==> config.mk <==
export PLATFORM = sky130hd
export DESIGN_NAME = ldpc_cn_sched
export DESIGN_NICKNAME = d
export VERILOG_FILES = /design/src/rtl/ldpc_cn_sched.sv
export SDC_FILE = /design/constraint.sdc
export NUM_CORES = 1
export LEC_CHECK = 0
export ABC_AREA = 1
export CORE_MARGIN = 1.5
export CORE_UTILIZATION = 34
export CTS_BUF_LIST = sky130_fd_sc_hd__clkbuf_8
export DETAILED_ROUTE_END_ITERATION = 8
export PLACE_DENSITY = 0.58
export SYNTH_ARGS = -nofsm -noshare
export SYNTH_HDL_FRONTEND = slang
export SYNTH_SLANG_ARGS = --single-unit
==> constraint.sdc <==
create_clock -name clk_i -period 3.07 [get_ports clk_i]
set_input_delay 0.4605 -clock clk_i [delete_from_list [all_inputs] [get_ports clk_i]]
set_output_delay 0.4605 -clock clk_i [all_outputs]
set_load 0.05 [all_outputs]
==> src/rtl/ldpc_cn_sched.sv <==
// Min-sum check-node sequencer: accumulates one row of v2c messages, then streams
// the saturated c2v messages back out with valid/ready handshaking on both sides.
module ldpc_cn_sched #(
    parameter  int MAX_DEG = 32,
    parameter  int DW      = 8,
    localparam int IW      = $clog2(MAX_DEG)
) (
    input  logic          clk_i,
    input  logic          rst_i,
    input  logic          start_i,
    input  logic [IW:0]   deg_i,
    output logic          busy_o,
    output logic          err_o,
    input  logic          in_valid_i,
    output logic          in_ready_o,
    input  logic [DW-1:0] in_data_i,
    output logic          out_valid_o,
    input  logic          out_ready_i,
    output logic [DW-1:0] out_data_o,
    output logic          out_last_o,
    output logic          done_o
);

    typedef enum logic [1:0] {
        IDLE  = 2'd0,
        ACCUM = 2'd1,
        EMIT  = 2'd2
    } state_t;

    localparam logic [DW-2:0] MIN_INIT = {(DW-1){1'b1}};
    localparam logic [IW:0]   CNT_ZERO = {(IW+1){1'b0}};
    localparam logic [IW:0]   CNT_ONE  = {{IW{1'b0}}, 1'b1};

    state_t               state_r;
    logic [IW:0]          deg_r;
    logic [IW:0]          cnt_r;
    logic [IW:0]          idx_r;
    logic [DW-2:0]        min1_r;
    logic [DW-2:0]        min2_r;
    logic                 parity_r;
    logic [MAX_DEG-1:0]   sign_r;

    logic [DW-2:0]        mag_s;
    logic                 sgn_s;
    logic [DW-2:0]        nxt_min1_s;
    logic [DW-2:0]        nxt_min2_s;
    logic [IW:0]          nxt_idx_s;
    logic                 nxt_parity_s;
    logic [MAX_DEG-1:0]   nxt_sign_s;
    logic [IW:0]          nxt_cnt_s;
    logic                 in_fire_s;
    logic                 out_fire_s;
    logic                 deg_ok_s;
    logic                 cnt_last_s;

    // -128 has no positive counterpart in int8, so it saturates to 127.
    function automatic logic [DW-2:0] sat_abs(input logic [DW-1:0] x);
        logic [DW-1:0] neg;
        neg = ~x + {{(DW-1){1'b0}}, 1'b1};
        if (x == {1'b1, {(DW-1){1'b0}}}) begin
            return {(DW-1){1'b1}};
        end else if (x[DW-1]) begin
            return neg[DW-2:0];
        end else begin
            return x[DW-2:0];
        end
    endfunction

    function automatic logic [DW-1:0] c2v(
        input logic [DW-2:0]      m1,
        input logic [DW-2:0]      m2,
        input logic [IW:0]        id,
        input logic [IW:0]        i,
        input logic               par,
        input logic [MAX_DEG-1:0] sv
    );
        logic [DW-1:0] m;
        logic          sg;
        m  = (i == id) ? {1'b0, m2} : {1'b0, m1};
        sg = par ^ sv[i[IW-1:0]];
        return sg ? (~m + {{(DW-1){1'b0}}, 1'b1}) : m;
    endfunction

    // Next-state of the running min1/min2/idx/parity/sign accumulation for one input.
    always_comb begin
        in_fire_s    = in_valid_i & in_ready_o;
        out_fire_s   = out_valid_o & out_ready_i;
        deg_ok_s     = (deg_i >= (IW+1)'(2)) && (deg_i <= (IW+1)'(MAX_DEG));
        cnt_last_s   = (cnt_r == (deg_r - CNT_ONE));
        nxt_cnt_s    = cnt_r + CNT_ONE;
        mag_s        = sat_abs(in_data_i);
        sgn_s        = in_data_i[DW-1];
        nxt_min1_s   = min1_r;
        nxt_min2_s   = min2_r;
        nxt_idx_s    = idx_r;
        nxt_parity_s = parity_r ^ sgn_s;
        nxt_sign_s   = sign_r;
        nxt_sign_s[cnt_r[IW-1:0]] = sgn_s;
        // Strict less-than keeps the earliest index on ties.
        if (mag_s < min1_r) begin
            nxt_min2_s = min1_r;
            nxt_min1_s = mag_s;
            nxt_idx_s  = cnt_r;
        end else if (mag_s < min2_r) begin
            nxt_min2_s = mag_s;
        end else begin
            nxt_min2_s = min2_r;
        end
    end

    // Row sequencer with all outputs registered.
    always_ff @(posedge clk_i or posedge rst_i) begin
        if (rst_i) begin
            state_r     <= IDLE;
            deg_r       <= CNT_ZERO;
            cnt_r       <= CNT_ZERO;
            idx_r       <= CNT_ZERO;
            min1_r      <= MIN_INIT;
            min2_r      <= MIN_INIT;
            parity_r    <= 1'b0;
            sign_r      <= {MAX_DEG{1'b0}};
            busy_o      <= 1'b0;
            err_o       <= 1'b0;
            in_ready_o  <= 1'b0;
            out_valid_o <= 1'b0;
            out_data_o  <= {DW{1'b0}};
            out_last_o  <= 1'b0;
            done_o      <= 1'b0;
        end else begin
            err_o  <= 1'b0;
            done_o <= 1'b0;
            case (state_r)
                IDLE: begin
                    if (start_i) begin
                        if (deg_ok_s) begin
                            deg_r      <= deg_i;
                            cnt_r      <= CNT_ZERO;
                            idx_r      <= CNT_ZERO;
                            min1_r     <= MIN_INIT;
                            min2_r     <= MIN_INIT;
                            parity_r   <= 1'b0;
                            sign_r     <= {MAX_DEG{1'b0}};
                            busy_o     <= 1'b1;
                            in_ready_o <= 1'b1;
                            state_r    <= ACCUM;
                        end else begin
                            err_o <= 1'b1;
                        end
                    end
                end
                ACCUM: begin
                    if (in_fire_s) begin
                        min1_r   <= nxt_min1_s;
                        min2_r   <= nxt_min2_s;
                        idx_r    <= nxt_idx_s;
                        parity_r <= nxt_parity_s;
                        sign_r   <= nxt_sign_s;
                        if (cnt_last_s) begin
                            // First output is formed from the just-updated row state.
                            cnt_r       <= CNT_ZERO;
                            in_ready_o  <= 1'b0;
                            out_valid_o <= 1'b1;
                            out_last_o  <= 1'b0;
                            out_data_o  <= c2v(nxt_min1_s, nxt_min2_s, nxt_idx_s,
                                               CNT_ZERO, nxt_parity_s, nxt_sign_s);
                            state_r     <= EMIT;
                        end else begin
                            cnt_r <= nxt_cnt_s;
                        end
                    end
                end
                EMIT: begin
                    if (out_fire_s) begin
                        if (cnt_last_s) begin
                            cnt_r       <= CNT_ZERO;
                            out_valid_o <= 1'b0;
                            out_last_o  <= 1'b0;
                            out_data_o  <= {DW{1'b0}};
                            busy_o      <= 1'b0;
                            done_o      <= 1'b1;
                            state_r     <= IDLE;
                        end else begin
                            cnt_r      <= nxt_cnt_s;
                            out_data_o <= c2v(min1_r, min2_r, idx_r, nxt_cnt_s,
                                              parity_r, sign_r);
                            out_last_o <= (nxt_cnt_s == (deg_r - CNT_ONE));
                        end
                    end
                end
                default: begin
                    state_r <= IDLE;
                end
            endcase
        end
    end

endmodule

==> impl_metrics.json, run 1 <==
{
  "outcome": "finished with violations",
  "violations": "setup timing",
  "postSynthCellCount": 818,
  "grt_pass1_vias": 5588,
  "cts-root-buf": "clkbuf_8",
  "timing.fmax_mhz": 319,
  "dpl_cell_area_mm2": 0.00702,
  "gr-usage-met1_pct": 28.0,
  "critPathMaxFanout": 5,
  "avgViaCountPerCell": 5.05,
  "synth_ff_type": "dfrtp_1",
  "maxCapViolations": 0,
  "initial_utilization_pct": 34.9,
  "synthAdderAreaFrac_pct": 5.16,
  "ys_async_sr_fraction_pct": 100,
  "syn_avg_cell_area_um2": 7.11,
  "clk_pin_slew_worst_paths_ps": 90,
  "layout.cells.non_filler": 1169,
  "ant_nets": 0,
  "clockBufferDepth": 2,
  "cts_buffers": 9,
  "synth_top_family_by_area": "simple AND/OR/NAND/NOR gates",
  "place_congestion": 0.883,
  "die-height_um": 134,
  "ios": 33,
  "vias": 5899,
  "overflow": 0,
  "grt_pass1_wl_um": 29000,
  "io_buffers": 32,
  "ir_drop_mv": 0.683,
  "postCtsHoldBufs": 0,
  "grt.busiest_layer": "met2",
  "combPwrFrac_pct": 72.8,
  "num_rows": 47,
  "synth_fp_nets": 861,
  "tritoncts": "done",
  "routed_wl_um": 17400,
  "dpl.cell_count": 1127,
  "synth-edff-count": 0,
  "clock_sinks": 81,
  "die_area_mm2": 0.0179,
  "yosys_warnings": 0,
  "slew_headroom_pct": 66.9,
  "seq_power_share_pct": 18.2,
  "synth.area.top_cells": "dfrtp_1 29%, nand2_1 13%, inv_1 6.7%",
  "stdcell_area_mm2": 0.00766,
  "met2_usage_pct": 33.2,
  "ys_ff_latch": 81,
  "place_ws_ps": -1180,
  "clkPwrFrac_pct": 9.0,
  "synth_mux_area_share_pct": 0.172,
  "post-route-period-util_pct": 102,
  "dpl.hpwl_um": 12800,
  "antenna_found_initial": 0,
  "crit_type": "in2reg",
  "layout_commonest_cell": "nand2_1",
  "fin_util_pct": 46.0,
  "finalHoldViolations": 0,
  "leakage_nw": 3.56,
  "power.density_mw_per_mm2": 1210,
  "diodes": 0,
  "finalSetupViolCount": 4,
  "layout_common_cells": "169 x nand2_1, 98 x buf_4, 97 x inv_1",
  "fin_ws_ps": -64.0,
  "hold-worst-slack_ps": 403,
  "synth-xor-area-share_pct": 3.10,
  "required_ps": 3340,
  "routedWlPerCell_um": 14.9,
  "p_switching_mw": 4.64,
  "swShare_pct": 50.3,
  "cp.arrival_ps": 3410,
  "synth-simple-area-share_pct": 26.5,
  "internal_power_mw": 4.59,
  "grtUsageTotal_pct": 20.4,
  "h-tree-depth": 3,
  "setup-tns-final_ps": -162,
  "startpoint_type": "input port",
  "critical_path.endpoint_type": "flop",
  "die_w_um": 134,
  "grt_start_max_net_pins": 38,
  "min_period_ps": 3130,
  "power_mw": 9.23,
  "fin_nets": 987,
  "yosysTopAreaCell": "dfrtp_1",
  "worstMarginPinSlew_ps": 484,
  "syn_area_mm2": 0.00582,
  "finalMaxSlewViolations": 0,
  "synth.top_cell.area_share_pct": 28.8,
  "firstDrtPassIters": 4,
  "core-area_mm2": 0.0166,
  "synth-seq-area-share_pct": 35.2,
  "synthDistinctLibCells": 48,
  "rsz0062_at_grt": "yes",
  "drtIter0Drc": 418,
  "hold_class": "in2async",
  "layout-drive-gt1-share_pct": 25.8,
  "met3_usage_pct": 3.44,
  "synth_compound_area_share_pct": 20.2,
  "area_delta_synth_final_pct": 31.6,
  "drc": 0,
  "skew_ps": 13.4,
  "clock_latency_ps": 380
}
-- timing repair --
| item | CTS | global route |
|---|---|---|
| gates resized for setup | 49 | 48 |
| gates cloned | 2 | 0 |
| endpoints found under the hold margin | 0 | 0 |
| pin swaps | 27 | 21 |
| setup endpoints to repair | 20 | 11 |
| buffers inserted | 19 | 5 |
-- routing by layer --
metal | routed length (um) | vias up | share of wire, %
met4 | 333 | 0 | 1.9
met1 | 8150 | 2740 | 47
met3 | 782 | 28 | 4.5
li1 | - | 2978 | -
met2 | 8180 | 153 | 47
met5 | 0 | - | 0
-- final timing paths --
kind,slack [ps],from,cells after the start,to
setup / recovery,-60,in_data_i[6],26,out_data_o[6]
hold / removal,400,rst_i,2,sign_r[12]
setup reg to reg,30,cnt_r[1],17,out_data_o[6]
hold reg to reg,490,sign_r[27],2,sign_r[27]
max in group asynchronous,2000,rst_i,3,sign_r[15]
min in group clk_i,490,sign_r[27],2,sign_r[27]
-- power by group through the flow --
stage          clock network [mW]  registers (mW)  logic, mW
3_5_place_dp                    0            1.69       5.93
3_3_place_gp                    0            1.69       5.88
5_1_grt                     0.909            1.72       7.40
6_report                    0.835            1.68       6.72
4_1_cts                     0.856            1.68       6.33
2_1_floorplan                   0            1.86       3.69
-- cell families (layout without fill, tap and decap cells) --
logic type | Yosys count | count (layout)
buf+inv | 139 | 269
fa+ha+maj | 24 | 24
flops | 81 | 81
xor+xnor | 18 | 18
compound gates | 206 | 206
simple gates | 349 | 350
mux | 1 | 1
-- area by class of cell --
cell class,count,area (um2)
clock buffer,10,138
fill,1654,8990
multi-input combinational,599,3500
timing repair buffer,140,1190
sequential,81,2040
inverter,113,445
clock inverter,6,66.3
tap,220,275
-- Yosys cell counts, types with 4 or more instances --
master	number
nand2_1	196
inv_1	104
o21ai_0	68
dfrtp_1	67
a21oi_1	60
nand3_1	58
nor2_1	55
o22ai_1	38
ha_1	24
clkbuf_1	15
dfstp_2	14
o31ai_1	11
nand2_2	10
o211ai_1	9
xor2_1	8
inv_2	7
xnor2_1	7
o21ai_1	6
buf_2	5
nand4_1	5
nor3_1	5
a31oi_1	4
nand3b_1	4
nor2_4	4
-- registers in the layout, indices dropped and copies added, names as in the netlist --
register and cells:
sign_r 32, out_data_o 8, min1_r 7, min2_r 7, cnt_r 6, deg_r 6
idx_r 6, state_r 2, busy_o 1, done_o 1, err_o 1, in_ready_o 1
out_last_o 1, out_valid_o 1, parity_r 1
-- critical path, stage by stage --
cell and delay [ps]:
dlygate4sd2_1 240, inv_2 60, nand2_2 70, buf_4 130
buf_4 110, a21boi_1 110, inv_1 80, ha_1 240
buf_4 140, a211oi_2 190, buf_6 180, buf_6 140
nand3_2 80, nand2_2 90, nand2_2 70, nor2_4 170
nand3_2 120, nand2_4 110, ha_4 150, nand2_1 50
nor2_1 90, nand2_1 80, nand2_1 70, nand2_1 40
nand3_1 90, a21oi_2 60
No activity file was read; power rests on OpenSTA's default activity.
==> run 2, diff against run 1 <==
--- a/config.mk
+++ b/config.mk
@@ -10,6 +10,7 @@
 export CORE_UTILIZATION = 34
 export CTS_BUF_LIST = sky130_fd_sc_hd__clkbuf_8
 export DETAILED_ROUTE_END_ITERATION = 8
+export GPL_TIMING_DRIVEN = 1
 export PLACE_DENSITY = 0.58
 export SYNTH_ARGS = -nofsm -noshare
 export SYNTH_HDL_FRONTEND = slang
==> results of run 2 <==
No change in the layout: final DEF, timing and power equal those of run 1.
==> run 3, diff against run 2 <==
--- a/config.mk
+++ b/config.mk
@@ -5,11 +5,11 @@
 export SDC_FILE = /design/constraint.sdc
 export NUM_CORES = 1
 export LEC_CHECK = 0
-export ABC_AREA = 1
 export CORE_MARGIN = 1.5
 export CORE_UTILIZATION = 34
 export CTS_BUF_LIST = sky130_fd_sc_hd__clkbuf_8
 export DETAILED_ROUTE_END_ITERATION = 8
+export GPL_ROUTABILITY_DRIVEN = 0
 export GPL_TIMING_DRIVEN = 1
 export PLACE_DENSITY = 0.58
 export SYNTH_ARGS = -nofsm -noshare
==> run 3 against run 2 <==
Effect of this change: the flow still finishes with violations (setup timing); sequential share of layout area fell by 1.2 points; total power decreased by 13%; cell count fell by 13%; clock power up 11%; critical endpoint unchanged; sequential power down 7%.
==> impl_metrics.json, run 3 <==
{
  "layout-drive-gt1-share_pct": 32.8,
  "met2_usage_pct": 33.8,
  "grtUsageTotal_pct": 20.4,
  "slew_headroom_pct": 47.2,
  "clk_pin_slew_worst_paths_ps": 100,
  "power.density_mw_per_mm2": 997,
  "clock_latency_ps": 380,
  "grt_pass1_vias": 5686,
  "cp.arrival_ps": 3890,
  "grt.busiest_layer": "met2",
  "gr-usage-met1_pct": 26.6,
  "area_delta_synth_final_pct": 34.6,
  "layout_common_cells": "116 x buf_4, 79 x o21ai_0, 67 x dfrtp_1",
  "min_period_ps": 3630,
  "met3_usage_pct": 3.55,
  "fin_util_pct": 46.7,
  "tritoncts": "done",
  "die-height_um": 135,
  "finalSetupViolCount": 8,
  "startpoint_type": "input port",
  "timing.rr.start": "cnt_r[0]",
  "skew_ps": 17.0,
  "top_register": "sign_r",
  "holdPathStages": 2,
  "yosysMostFrequentCell": "o21ai_0",
  "ys_ff_latch": 81,
  "initial_utilization_pct": 34.7,
  "timing.fmax_mhz": 276,
  "die_w_um": 135,
  "overflow": 0,
  "crit_start": "in_data_i[0]",
  "postSynthCellCount": 644,
  "required_ps": 3330,
  "yosys_warnings": 0,
  "synth-seq-area-share_pct": 34.3,
  "grt_start_max_net_pins": 40,
  "yosysTopAreaCell": "dfrtp_1",
  "fill_cells": 1614,
  "h-tree-depth": 3,
  "critical_path.endpoint_type": "flop",
  "ir_drop_mv": 0.618,
  "leakage_nw": 3.51,
  "rsz0062_at_grt": "yes",
  "critPathMaxFanout": 5,
  "syn_area_mm2": 0.00596,
  "synth.top_cell.area_share_pct": 28.2,
  "fin_ws_ps": -560,
  "firstDrtPassIters": 5,
  "antenna_found_initial": 0,
  "finalHoldViolations": 0,
  "stdcell_area_mm2": 0.00802,
  "routedWlPerCell_um": 17.7,
  "clock_sinks": 81,
  "post-route-period-util_pct": 118,
  "dpl.hpwl_um": 12900,
  "syn_avg_cell_area_um2": 9.25,
  "cts_buffers": 9,
  "diodes": 0,
  "synth.area.top_cells": "dfrtp_1 28%, o21ai_0 7.0%, dfstp_2 6.2%",
  "dpl_cell_area_mm2": 0.00722,
  "fin_nets": 833,
  "synth_fp_nets": 687,
  "routed_wl_um": 18000,
  "drtIter0Drc": 413,
  "synth_ff_type": "dfrtp_1",
  "io_buffers": 32,
  "hold_class": "reg2reg",
  "outcome": "finished with violations",
  "core-area_mm2": 0.0172,
  "worstMarginPinSlew_ps": 792,
  "avgViaCountPerCell": 5.47,
  "postCtsHoldBufs": 0,
  "num_rows": 48,
  "hold-worst-slack_ps": 503,
  "finalMaxSlewViolations": 0,
  "drc": 0,
  "die_area_mm2": 0.0183,
  "ant_nets": 0,
  "violations": "setup timing",
  "cts-root-buf": "clkbuf_8",
  "synthDistinctLibCells": 90,
  "crit_type": "in2reg",
  "clockBufferDepth": 2,
  "grt_pass1_wl_um": 29400,
  "layout_commonest_cell": "buf_4",
  "r2r_cells": 15,
  "synth_common_cells": "83 x o21ai_0, 67 x dfrtp_1, 55 x nand2_1, 46 x nor2_1, 40 x a21oi_1",
  "ios": 33,
  "reg_top3": "sign_r (32), out_data_o (8)",
  "maxCapViolations": 0,
  "setup-tns-final_ps": -3530,
  "hp-start": "out_data_o[1]",
  "ys_async_sr_fraction_pct": 100,
  "vias": 5576,
  "power_mw": 8.00,
  "synth-edff-count": 0,
  "largest_reg_flops": 32
}
[run 3: changes by cell type after synthesis, moves of 9 or more]
cell	previous run	this run
xnor2_1	7	21
nor2_1	55	46
mux2i_1	1	13
nor3_1	5	18
o22ai_1	38	4
a21boi_0	1	30
o21ai_0	68	83
nand3_1	58	17
a21oi_1	60	40
inv_1	104	34
nand2_1	196	55
nand2_2	10	0
[run 3: final timing paths]
| kind | endpoint | slack (ps) |
|---|---|---|
| max in group asynchronous | min1_r[1] | 1800 |
| worst min register to register | out_data_o[1] | 500 |
| min in group asynchronous | sign_r[24] | 540 |
| worst max-delay path | out_data_o[6] | -560 |
| worst min-delay path | out_data_o[1] | 500 |
| worst max register to register | out_data_o[6] | -290 |
[run 3: what timing repair did]
item,in CTS,in global routing
endpoints found under the setup margin,28,28
resized for setup,55,29
buffers inserted,32,6
gates cloned,1,0
pin swaps,31,30
[run 3: final cells by class]
cell class	instances	area, um2	area share [%]
Sequential cell	81	2040	25.5
Clock buffer	9	124	1.54
Tap cell	225	282	3.51
Clock inverter	7	109	1.36
Multi-Input combinational cell	500	3910	48.7
Timing Repair Buffer	163	1420	17.7
Inverter	35	135	1.69
[run 3: per-layer routing]
metal  share of wire, %  up-vias
met5                  0        -
li1                   -     2628
met4                2.6        0
met2                 49      166
met1                 44     2741
met3                4.6       41
[run 3: kinds of logic after synthesis]
family	Yosys count	synth area share, %
compound gates	219	25.1
buf+inv	64	5.10
flops	81	34.3
mux	31	8.11
xor+xnor	37	6.05
simple gates	188	16.3
fa+ha+maj	24	5.04
[run 3: worst max-delay path: stages]
cell	delay [ps]
buf_6	100
or4_4	570
o211a_1	260
nor3_4	260
ha_4	170
and4_4	220
o211ai_1	190
o221ai_4	380
buf_6	160
mux2i_4	270
nand2_2	110
a2bb2oi_2	180
or3_1	140
a21oi_1	60
o32a_1	350
[run 3: through the flow]
| step | cells | setup slack, ps |
|---|---|---|
| 5_1_grt | 1020 | -700 |
| 2_1_floorplan | 644 | -569 |
| 4_1_cts | 1014 | -502 |
| 3_5_place_dp | 965 | -1380 |
| 6_report | 1020 | -560 |
| 3_3_place_gp | 965 | -1240 |
[run 3: power breakdown]
| part | internal (mW) | switching, mW |
|---|---|---|
| Combinational | 2.55 | 2.96 |
| Sequential | 1.35 | 0.217 |
| Clock | 0.477 | 0.451 |
| Total | 4.37 | 3.63 |
